==> config.mk <==
export PLATFORM = sky130hd
export DESIGN_NAME = ps2_kbmatrix
export DESIGN_NICKNAME = d
export VERILOG_FILES = /design/src/rtl/ps2_kbmatrix.sv
export SDC_FILE = /design/constraint.sdc
export NUM_CORES = 1
export LEC_CHECK = 0
export CORE_UTILIZATION = 51
export CTS_CLUSTER_DIAMETER = 150
export CTS_CLUSTER_SIZE = 10
export DETAILED_ROUTE_END_ITERATION = 16
export GPL_ROUTABILITY_DRIVEN = 0
export GPL_TIMING_DRIVEN = 0
export MAX_ROUTING_LAYER = met4
export PLACE_DENSITY = 0.85
export SETUP_SLACK_MARGIN = 0.15
export SYNTH_ARGS = -nofsm -noshare
export SYNTH_HDL_FRONTEND = slang
export SYNTH_SLANG_ARGS = --single-unit
==> constraint.sdc <==
create_clock -name clk -period 2.55 [get_ports clk]
set_input_delay 0.51 -clock clk [delete_from_list [all_inputs] [get_ports clk]]
set_output_delay 0.51 -clock clk [all_outputs]
set_load 0.02 [all_outputs]
==> src/rtl/ps2_kbmatrix.sv <==
// ps2_kbmatrix: PS/2 scan-set-2 receiver and decoder producing the live 64-bit Z88 key matrix.
// Matrix bit index is row*8+col, active low (0 = key held).
module ps2_kbmatrix #(
    parameter int unsigned FILTER  = 8,     // must be >= 2
    parameter int unsigned TIMEOUT = 50000
) (
    input  logic        clk,
    input  logic        reset,
    input  logic        ps2_clk,
    input  logic        ps2_data,
    output logic [63:0] kbmatrix,
    output logic [7:0]  kbdcode,
    output logic        scan_valid,
    output logic        frame_err
);

    localparam int unsigned WdW = $clog2(TIMEOUT + 1);
    localparam logic [WdW-1:0] WdLast = WdW'(TIMEOUT - 1);

    typedef enum logic [2:0] {StIdle, StData, StParity, StStop, StDone} state_e;

    state_e            state_q, state_d;
    logic [1:0]        clk_sync_q, data_sync_q;
    logic [FILTER-1:0] filt_q;
    logic              clk_filt_q, clk_filt_d;
    logic              sample, ps2_din;
    logic [7:0]        shift_q;
    logic [2:0]        bit_cnt_q;
    logic              parity_ok_q;
    logic [WdW-1:0]    wd_q;
    logic              timeout;
    logic              cnt_clr, shift_en, par_en, stop_err, byte_done;
    logic              brk_q, ext_q;
    logic [2:0]        skip_q;
    logic              map_hit;
    logic [5:0]        map_bit;

    assign ps2_din = data_sync_q[1];

    // Synchronize both PS/2 lines and run the clock agreement filter.
    always_ff @(posedge clk) begin
        if (reset) begin
            clk_sync_q  <= '1;
            data_sync_q <= '1;
            filt_q      <= '1;
            clk_filt_q  <= 1'b1;
        end else begin
            clk_sync_q  <= {clk_sync_q[0], ps2_clk};
            data_sync_q <= {data_sync_q[0], ps2_data};
            filt_q      <= {filt_q[FILTER-2:0], clk_sync_q[1]};
            clk_filt_q  <= clk_filt_d;
        end
    end

    // Filtered clock only moves once every sample in the window agrees.
    always_comb begin
        clk_filt_d = clk_filt_q;
        if (&filt_q) begin
            clk_filt_d = 1'b1;
        end else if (~|filt_q) begin
            clk_filt_d = 1'b0;
        end
        sample  = clk_filt_q & ~clk_filt_d;
        timeout = (state_q != StIdle) && !sample && (wd_q == WdLast);
    end

    // Receiver state register.
    always_ff @(posedge clk) begin
        if (reset) begin
            state_q <= StIdle;
        end else begin
            state_q <= state_d;
        end
    end

    // Receiver next-state logic; a watchdog expiry abandons the frame from any state.
    always_comb begin
        state_d = state_q;
        if (timeout) begin
            state_d = StIdle;
        end else begin
            case (state_q)
                StIdle:   if (sample && !ps2_din) state_d = StData;
                StData:   if (sample && bit_cnt_q == 3'd7) state_d = StParity;
                StParity: if (sample) state_d = StStop;
                StStop:   if (sample) state_d = (ps2_din && parity_ok_q) ? StDone : StIdle;
                StDone:   state_d = StIdle;
                default:  state_d = StIdle;
            endcase
        end
    end

    // Receiver per-state strobes into the datapath and decoder.
    always_comb begin
        cnt_clr   = 1'b0;
        shift_en  = 1'b0;
        par_en    = 1'b0;
        stop_err  = 1'b0;
        byte_done = 1'b0;
        case (state_q)
            StIdle:   cnt_clr   = sample && !ps2_din;
            StData:   shift_en  = sample;
            StParity: par_en    = sample;
            StStop:   stop_err  = sample && !(ps2_din && parity_ok_q);
            StDone:   byte_done = 1'b1;
            default:  ;
        endcase
    end

    // Shift register, bit counter, parity check, watchdog and error pulse.
    always_ff @(posedge clk) begin
        if (reset) begin
            shift_q     <= '0;
            bit_cnt_q   <= '0;
            parity_ok_q <= 1'b0;
            wd_q        <= '0;
            frame_err   <= 1'b0;
        end else begin
            if (cnt_clr) begin
                bit_cnt_q <= '0;
            end else if (shift_en) begin
                shift_q   <= {ps2_din, shift_q[7:1]};
                bit_cnt_q <= bit_cnt_q + 3'd1;
            end
            if (par_en) begin
                parity_ok_q <= ^{shift_q, ps2_din};
            end
            wd_q      <= (state_q == StIdle || sample) ? '0 : wd_q + 1'b1;
            frame_err <= stop_err | timeout;
        end
    end

    // Scan code map keyed by {extended, code}; unlisted codes leave the matrix alone.
    always_comb begin
        map_hit = 1'b1;
        map_bit = 6'd0;
        case ({ext_q, shift_q})
            9'h01C: map_bit = 6'd45;  // A
            9'h05A: map_bit = 6'd6;   // Enter
            9'h029: map_bit = 6'd46;  // Space
            9'h012: map_bit = 6'd54;  // Left shift
            9'h059: map_bit = 6'd63;  // Right shift
            9'h175: map_bit = 6'd30;  // Up
            9'h16B: map_bit = 6'd28;  // Left
            9'h066: map_bit = 6'd7;   // Backspace -> DEL
            9'h174: map_bit = 6'd61;  // Right
            9'h172: map_bit = 6'd62;  // Down
            9'h016: map_bit = 6'd0;   // 1
            9'h01E: map_bit = 6'd1;   // 2
            9'h026: map_bit = 6'd2;   // 3
            9'h025: map_bit = 6'd3;   // 4
            9'h02E: map_bit = 6'd4;   // 5
            9'h036: map_bit = 6'd5;   // 6
            9'h03D: map_bit = 6'd8;   // 7
            9'h03E: map_bit = 6'd9;   // 8
            9'h046: map_bit = 6'd10;  // 9
            9'h045: map_bit = 6'd11;  // 0
            9'h015: map_bit = 6'd12;  // Q
            9'h01D: map_bit = 6'd13;  // W
            9'h024: map_bit = 6'd14;  // E
            9'h02D: map_bit = 6'd15;  // R
            9'h02C: map_bit = 6'd16;  // T
            9'h035: map_bit = 6'd17;  // Y
            9'h03C: map_bit = 6'd18;  // U
            9'h043: map_bit = 6'd19;  // I
            9'h044: map_bit = 6'd20;  // O
            9'h04D: map_bit = 6'd21;  // P
            9'h01B: map_bit = 6'd22;  // S
            9'h023: map_bit = 6'd23;  // D
            9'h02B: map_bit = 6'd24;  // F
            9'h034: map_bit = 6'd25;  // G
            9'h033: map_bit = 6'd26;  // H
            9'h03B: map_bit = 6'd27;  // J
            9'h042: map_bit = 6'd29;  // K
            9'h04B: map_bit = 6'd31;  // L
            9'h01A: map_bit = 6'd32;  // Z
            9'h022: map_bit = 6'd33;  // X
            9'h021: map_bit = 6'd34;  // C
            9'h02A: map_bit = 6'd35;  // V
            9'h032: map_bit = 6'd36;  // B
            9'h031: map_bit = 6'd37;  // N
            9'h03A: map_bit = 6'd38;  // M
            9'h041: map_bit = 6'd39;  // ,
            9'h049: map_bit = 6'd40;  // .
            9'h04A: map_bit = 6'd41;  // /
            9'h04C: map_bit = 6'd42;  // ;
            9'h052: map_bit = 6'd43;  // '
            9'h054: map_bit = 6'd44;  // [
            9'h05B: map_bit = 6'd47;  // ]
            9'h04E: map_bit = 6'd48;  // -
            9'h055: map_bit = 6'd49;  // =
            9'h05D: map_bit = 6'd50;  // backslash
            9'h00E: map_bit = 6'd51;  // backtick -> pound
            9'h076: map_bit = 6'd52;  // Esc
            9'h00D: map_bit = 6'd53;  // Tab
            9'h058: map_bit = 6'd55;  // Caps lock
            9'h011: map_bit = 6'd56;  // Left alt -> Diamond
            9'h014: map_bit = 6'd57;  // Left ctrl -> Square
            9'h005: map_bit = 6'd58;  // F1 -> Help
            9'h006: map_bit = 6'd59;  // F2 -> Index
            9'h004: map_bit = 6'd60;  // F3 -> Menu
            default: map_hit = 1'b0;
        endcase
    end

    // Byte decoder: prefix flags, Pause swallowing and matrix updates.
    always_ff @(posedge clk) begin
        if (reset) begin
            kbmatrix   <= '1;
            kbdcode    <= '0;
            scan_valid <= 1'b0;
            brk_q      <= 1'b0;
            ext_q      <= 1'b0;
            skip_q     <= '0;
        end else begin
            scan_valid <= byte_done;
            if (byte_done) begin
                kbdcode <= shift_q;
                if (skip_q != 3'd0) begin
                    skip_q <= skip_q - 3'd1;
                end else begin
                    case (shift_q)
                        8'hE1: skip_q <= 3'd7;
                        8'hE0: ext_q  <= 1'b1;
                        8'hF0: brk_q  <= 1'b1;
                        8'hAA: begin
                            kbmatrix <= '1;
                            brk_q    <= 1'b0;
                            ext_q    <= 1'b0;
                        end
                        8'h00, 8'hFA, 8'hFE, 8'hFF: begin
                            brk_q <= 1'b0;
                            ext_q <= 1'b0;
                        end
                        default: begin
                            if (map_hit) begin
                                kbmatrix[map_bit] <= brk_q;
                            end
                            brk_q <= 1'b0;
                            ext_q <= 1'b0;
                        end
                    endcase
                end
            end
        end
    end

endmodule

==> flow_summary.json, run 1 <==
{
  "status": "stopped before the end",
  "haltStage": "global routing (5_1_grt)",
  "error": "[ERROR GRT-0232] Routing congestion too high. Check the congestion heatmap in the GUI.",
  "port_buffers": 77,
  "synthFlopType": "dfxtp_1",
  "grt_overflow": 9,
  "start_util": 0.529,
  "dp_hpwl_mm": 15.0,
  "grt_usage": 0.758,
  "grt_max_degree": 17,
  "syn_nets": 867,
  "netlist_area_sq_um": 6730,
  "synthCells": 858,
  "ys_warn_count": 0,
  "endpoint_type": "sequential cell input",
  "async_flop_share": 0,
  "yosysMostFrequentCell": "dfxtp_1",
  "netlist-cell-type-count": 70,
  "num_rows": 41,
  "cts-root-buf": "clkbuf_16",
  "cts_buffers": 17,
  "yosysTopAreaCell": "dfxtp_1",
  "clk_path_buf_depth": 2,
  "syn_avg_cell_area_sq_um": 7.84,
  "die_h_microns": 117,
  "ios": 78,
  "synth_edf_count": 0,
  "yosys-top-cells-area": "dfxtp_1 (37%), a21oi_1 (5.7%), nand2_1 (5.6%)",
  "synthTopCellsByCount": "dfxtp_1 (123), nand2_1 (101), a21oi_1 (77)",
  "ys_seq_elements": 123,
  "die_w_microns": 117,
  "htreeDepth": 4,
  "cts_sinks": 123,
  "netlist.area_leader.share": 0.366,
  "seq_area_frac_synth": 0.366,
  "post-place-ws_ps": -572,
  "worstEndpointGrtRepair": "kbmatrix[56]$_SDFFE_PP1P_/D"
}
==> cells by family after synthesis <==
logic type / after synthesis / synth area share
flops: 123 / 0.366
mux: 13 / 0.0193
compound gates: 226 / 0.204
fa+ha+maj: 5 / 0.00930
simple gates: 373 / 0.301
xor+xnor: 26 / 0.0339
buf+inv: 92 / 0.0666
==> what timing repair did <==
item,CTS
pin swaps,38
resized for setup,204
hold buffers,0
endpoints found under the setup margin,84
buffers inserted,50
cloned,9
==> per-layer routing <==
metal | track usage | overflow
met1 | 0.760 | 0
met3 | 0.624 | 0
met2 | 0.889 | 4
met5 | - | -
met4 | 0.692 | 5
==> metrics by stage <==
| stage | std cells | util | area, sq um |
|---|---|---|---|
| floorplan | 858 | - | 6890 |
| global placement | 1107 | 0.619 | 7880 |
| detailed placement | 1107 | 0.619 | 7880 |
| CTS | 1198 | 0.776 | 9870 |
==> run 2, diff against run 1 <==
- CORE_UTILIZATION: 51 -> 40
- CTS_CLUSTER_DIAMETER: 150 -> default
- CTS_CLUSTER_SIZE: 10 -> default
- MAX_ROUTING_LAYER: met4 -> default
- PLACE_DENSITY: 0.85 -> default
- PLACE_DENSITY_LB_ADDON: default -> 0.15
- SETUP_SLACK_MARGIN: 0.15 -> default
- clock period: 2.55 -> 3.3 ns (I/O delays scaled with it)
==> run 2 against run 1 <==
Effect of this change: the run now ends clean; synthesized cell count did not move; synthesized area did not move.
==> flow_summary.json, run 2 <==
{
  "comb_power_share": 0.011,
  "synthCells": 858,
  "setup_viol": 0,
  "p_seq_frac": 0.430,
  "clk_pin_slew_ps": 60,
  "grt_pass1_vias": 6643,
  "tightest_slew_ps": 955,
  "yosys-top-cells-area": "dfxtp_1 (37%), a21oi_1 (5.7%), nand2_1 (5.6%)",
  "netlist.area_leader.share": 0.366,
  "synthFlopType": "dfxtp_1",
  "dp_hpwl_mm": 16.2,
  "yosysTopAreaCell": "dfxtp_1",
  "post-route-period-util": 0.966,
  "die-area_sq_um": 17300,
  "die_w_microns": 132,
  "insertion_delay_ps": 430,
  "cp.required_ps": 3640,
  "fin_cells": 1194,
  "num_vias": 7192,
  "cts_sinks": 123,
  "grt_max_degree": 17,
  "clk_path_buf_depth": 2,
  "final_common_cell": "dfxtp_1",
  "ir_drop_mv": 0.347,
  "ys_seq_elements": 123,
  "fin_worst_skew_ps": 10.4,
  "path_max_fanout": 10,
  "syn_nets": 867,
  "port_buffers": 77,
  "drc_errors": 0,
  "placed_area_sq_um": 7770,
  "endpoint_kind": "register",
  "coreArea_sq_um": 16500,
  "syn_avg_cell_area_sq_um": 7.84,
  "swShare": 0.208,
  "cts_tree": "done",
  "cts_buffers": 17,
  "pwr-share-clk": 0.559,
  "top_register": "kbmatrix",
  "critPathLaunchType": "register",
  "grt_first_pass_wirelength_mm": 36.4,
  "largest_reg_flops": 64,
  "drtPass1Iterations": 10,
  "r2r_slack_ps": 110,
  "hold_viol": 0,
  "p_switching_uw": 721,
  "relSlewSlack": 0.362,
  "dp_cells": 1155,
  "path_cells": "clkbuf_4, nor4bb_1, nand4_1, o21ai_0, nand4bb_1, or4_4, nand4b_1, o31ai_1, a211oi_1, a31oi_1",
  "finalWirelength_mm": 23.0,
  "period_minus_slack_ps": 3190,
  "internal_power_uw": 2740,
  "grt_overflow": 0,
  "htreeDepth": 4,
  "ys_warn_count": 0,
  "hold_start": "clk_sync_q[0]",
  "num-fill-cells": 1616,
  "antenna_found_initial": 0,
  "r2r-start": "shift_q[2]",
  "initialDrtViolationCount": 1170,
  "drv_slew": 0,
  "netlist_area_sq_um": 6730,
  "critPathLaunch": "shift_q[2]",
  "p_leak_uw": 0.00298,
  "flow.area_growth_from_synthesis_pct": 27.7,
  "cts-root-buf": "clkbuf_16",
  "max-cap-violations": 0,
  "path_class": "register to register",
  "tns_ps": 0,
  "yosysMostFrequentCell": "dfxtp_1",
  "layout-drive-gt1-share": 0.149,
  "reg_top3": "kbmatrix: 64 flops, wd_q: 16 flops",
  "layout_common_cells": "dfxtp_1 (122), nand2_1 (99), clkdlybuf4s50_1 (77), a21oi_1 (76), nor2_1 (70)",
  "synth_edf_count": 0,
  "async_flop_share": 0,
  "design_area_sq_um": 8590,
  "synthTopCellsByCount": "dfxtp_1 (123), nand2_1 (101), a21oi_1 (77)",
  "antenna_cells": 0,
  "detail_route.wl_per_cell_microns": 19.3,
  "grt_usage": 0.270,
  "ios": 78,
  "p_per_area_nw_per_um2": 403,
  "fmax_mhz": 314,
  "netlist-cell-type-count": 70,
  "status": "completed",
  "seq_area_frac_synth": 0.366,
  "start_util": 0.407,
  "worstHoldPathType": "register to register",
  "whs_ps": 412,
  "num_rows": 47,
  "routed_via_density": 6.02,
  "arrival_ps": 3530,
  "die_h_microns": 132,
  "nets": 970,
  "cp_slowest_cell": "nor4bb_1",
  "max_stage_delay_ps": 500,
  "postRouteAntennaNets": 0
}
[run 2: cell counts after synthesis]
Identical to the previous run, type by type.
[run 2: routing by layer]
metal	vias up	part of all wire	global-route usage
li1	3333	-	-
met1	3311	0.44	0.362
met2	412	0.41	0.390
met3	136	0.098	0.0845
met4	0	0.053	0.125
met5	-	0	0
[run 2: cell families (layout without fill, tap and decap cells)]
kind of cell / after synthesis / in the layout / share of synthesized area
compound gates: 226 / 226 / 0.204
xor+xnor: 26 / 26 / 0.0339
fa+ha+maj: 5 / 5 / 0.00930
buf+inv: 92 / 208 / 0.0666
flops: 123 / 123 / 0.366
mux: 13 / 13 / 0.0193
simple gates: 373 / 373 / 0.301
[run 2: worst max-delay path, delay by kind of cell, from the launching register on]
kind            cells  cell delay [ps]
flops               1              390
buf+inv             1              220
simple gates        5             1680
compound gates      4              810
[run 2: per-stage QoR]
stage | total power [uW] | setup slack, ps | util
finish | 3460 | 112 | 0.520
global placement | 1560 | -384 | 0.470
detailed placement | 1560 | -299 | 0.470
CTS | 3480 | 27.4 | 0.510
floorplan | 1540 | 646 | -
global route | 3560 | -14.5 | 0.520
[run 2: area by class of cell]
class                           count  area, sq um  area share
Buffer                             77          423      0.0492
Clock inverter                     11          141      0.0165
Timing Repair Buffer               87          850      0.0989
Sequential cell                   123         2460       0.287
Tap cell                          220          275      0.0320
Inverter                           12         45.0     0.00524
Clock buffer                       21          470      0.0548
Multi-Input combinational cell    643         3920       0.457
[run 2: final timing paths]
path | depth (start not counted) | end
hold / removal | 1 | clk_sync_q[1]
setup reg to reg | 10 | kbmatrix[59]
hold reg to reg | 1 | clk_sync_q[1]
setup / recovery | 10 | kbmatrix[59]
[run 2: timing repair]
item	CTS	global route
pin swaps	2	4
buffers inserted	1	9
hold buffers	0	0
gates resized for setup	7	49
setup endpoints to repair	59	64
[run 2: power groups by stage]
| stage | clock network, uW | logic (uW) | registers [uW] |
|---|---|---|---|
| 2_1_floorplan | 0 | 22.1 | 1520 |
| 3_3_place_gp | 0 | 37.0 | 1520 |
| 3_5_place_dp | 0 | 37.2 | 1520 |
| 4_1_cts | 1950 | 37.4 | 1490 |
| 5_1_grt | 2030 | 40.5 | 1490 |
| 6_report | 1940 | 37.0 | 1490 |
Power figures use the tool's default switching activity.
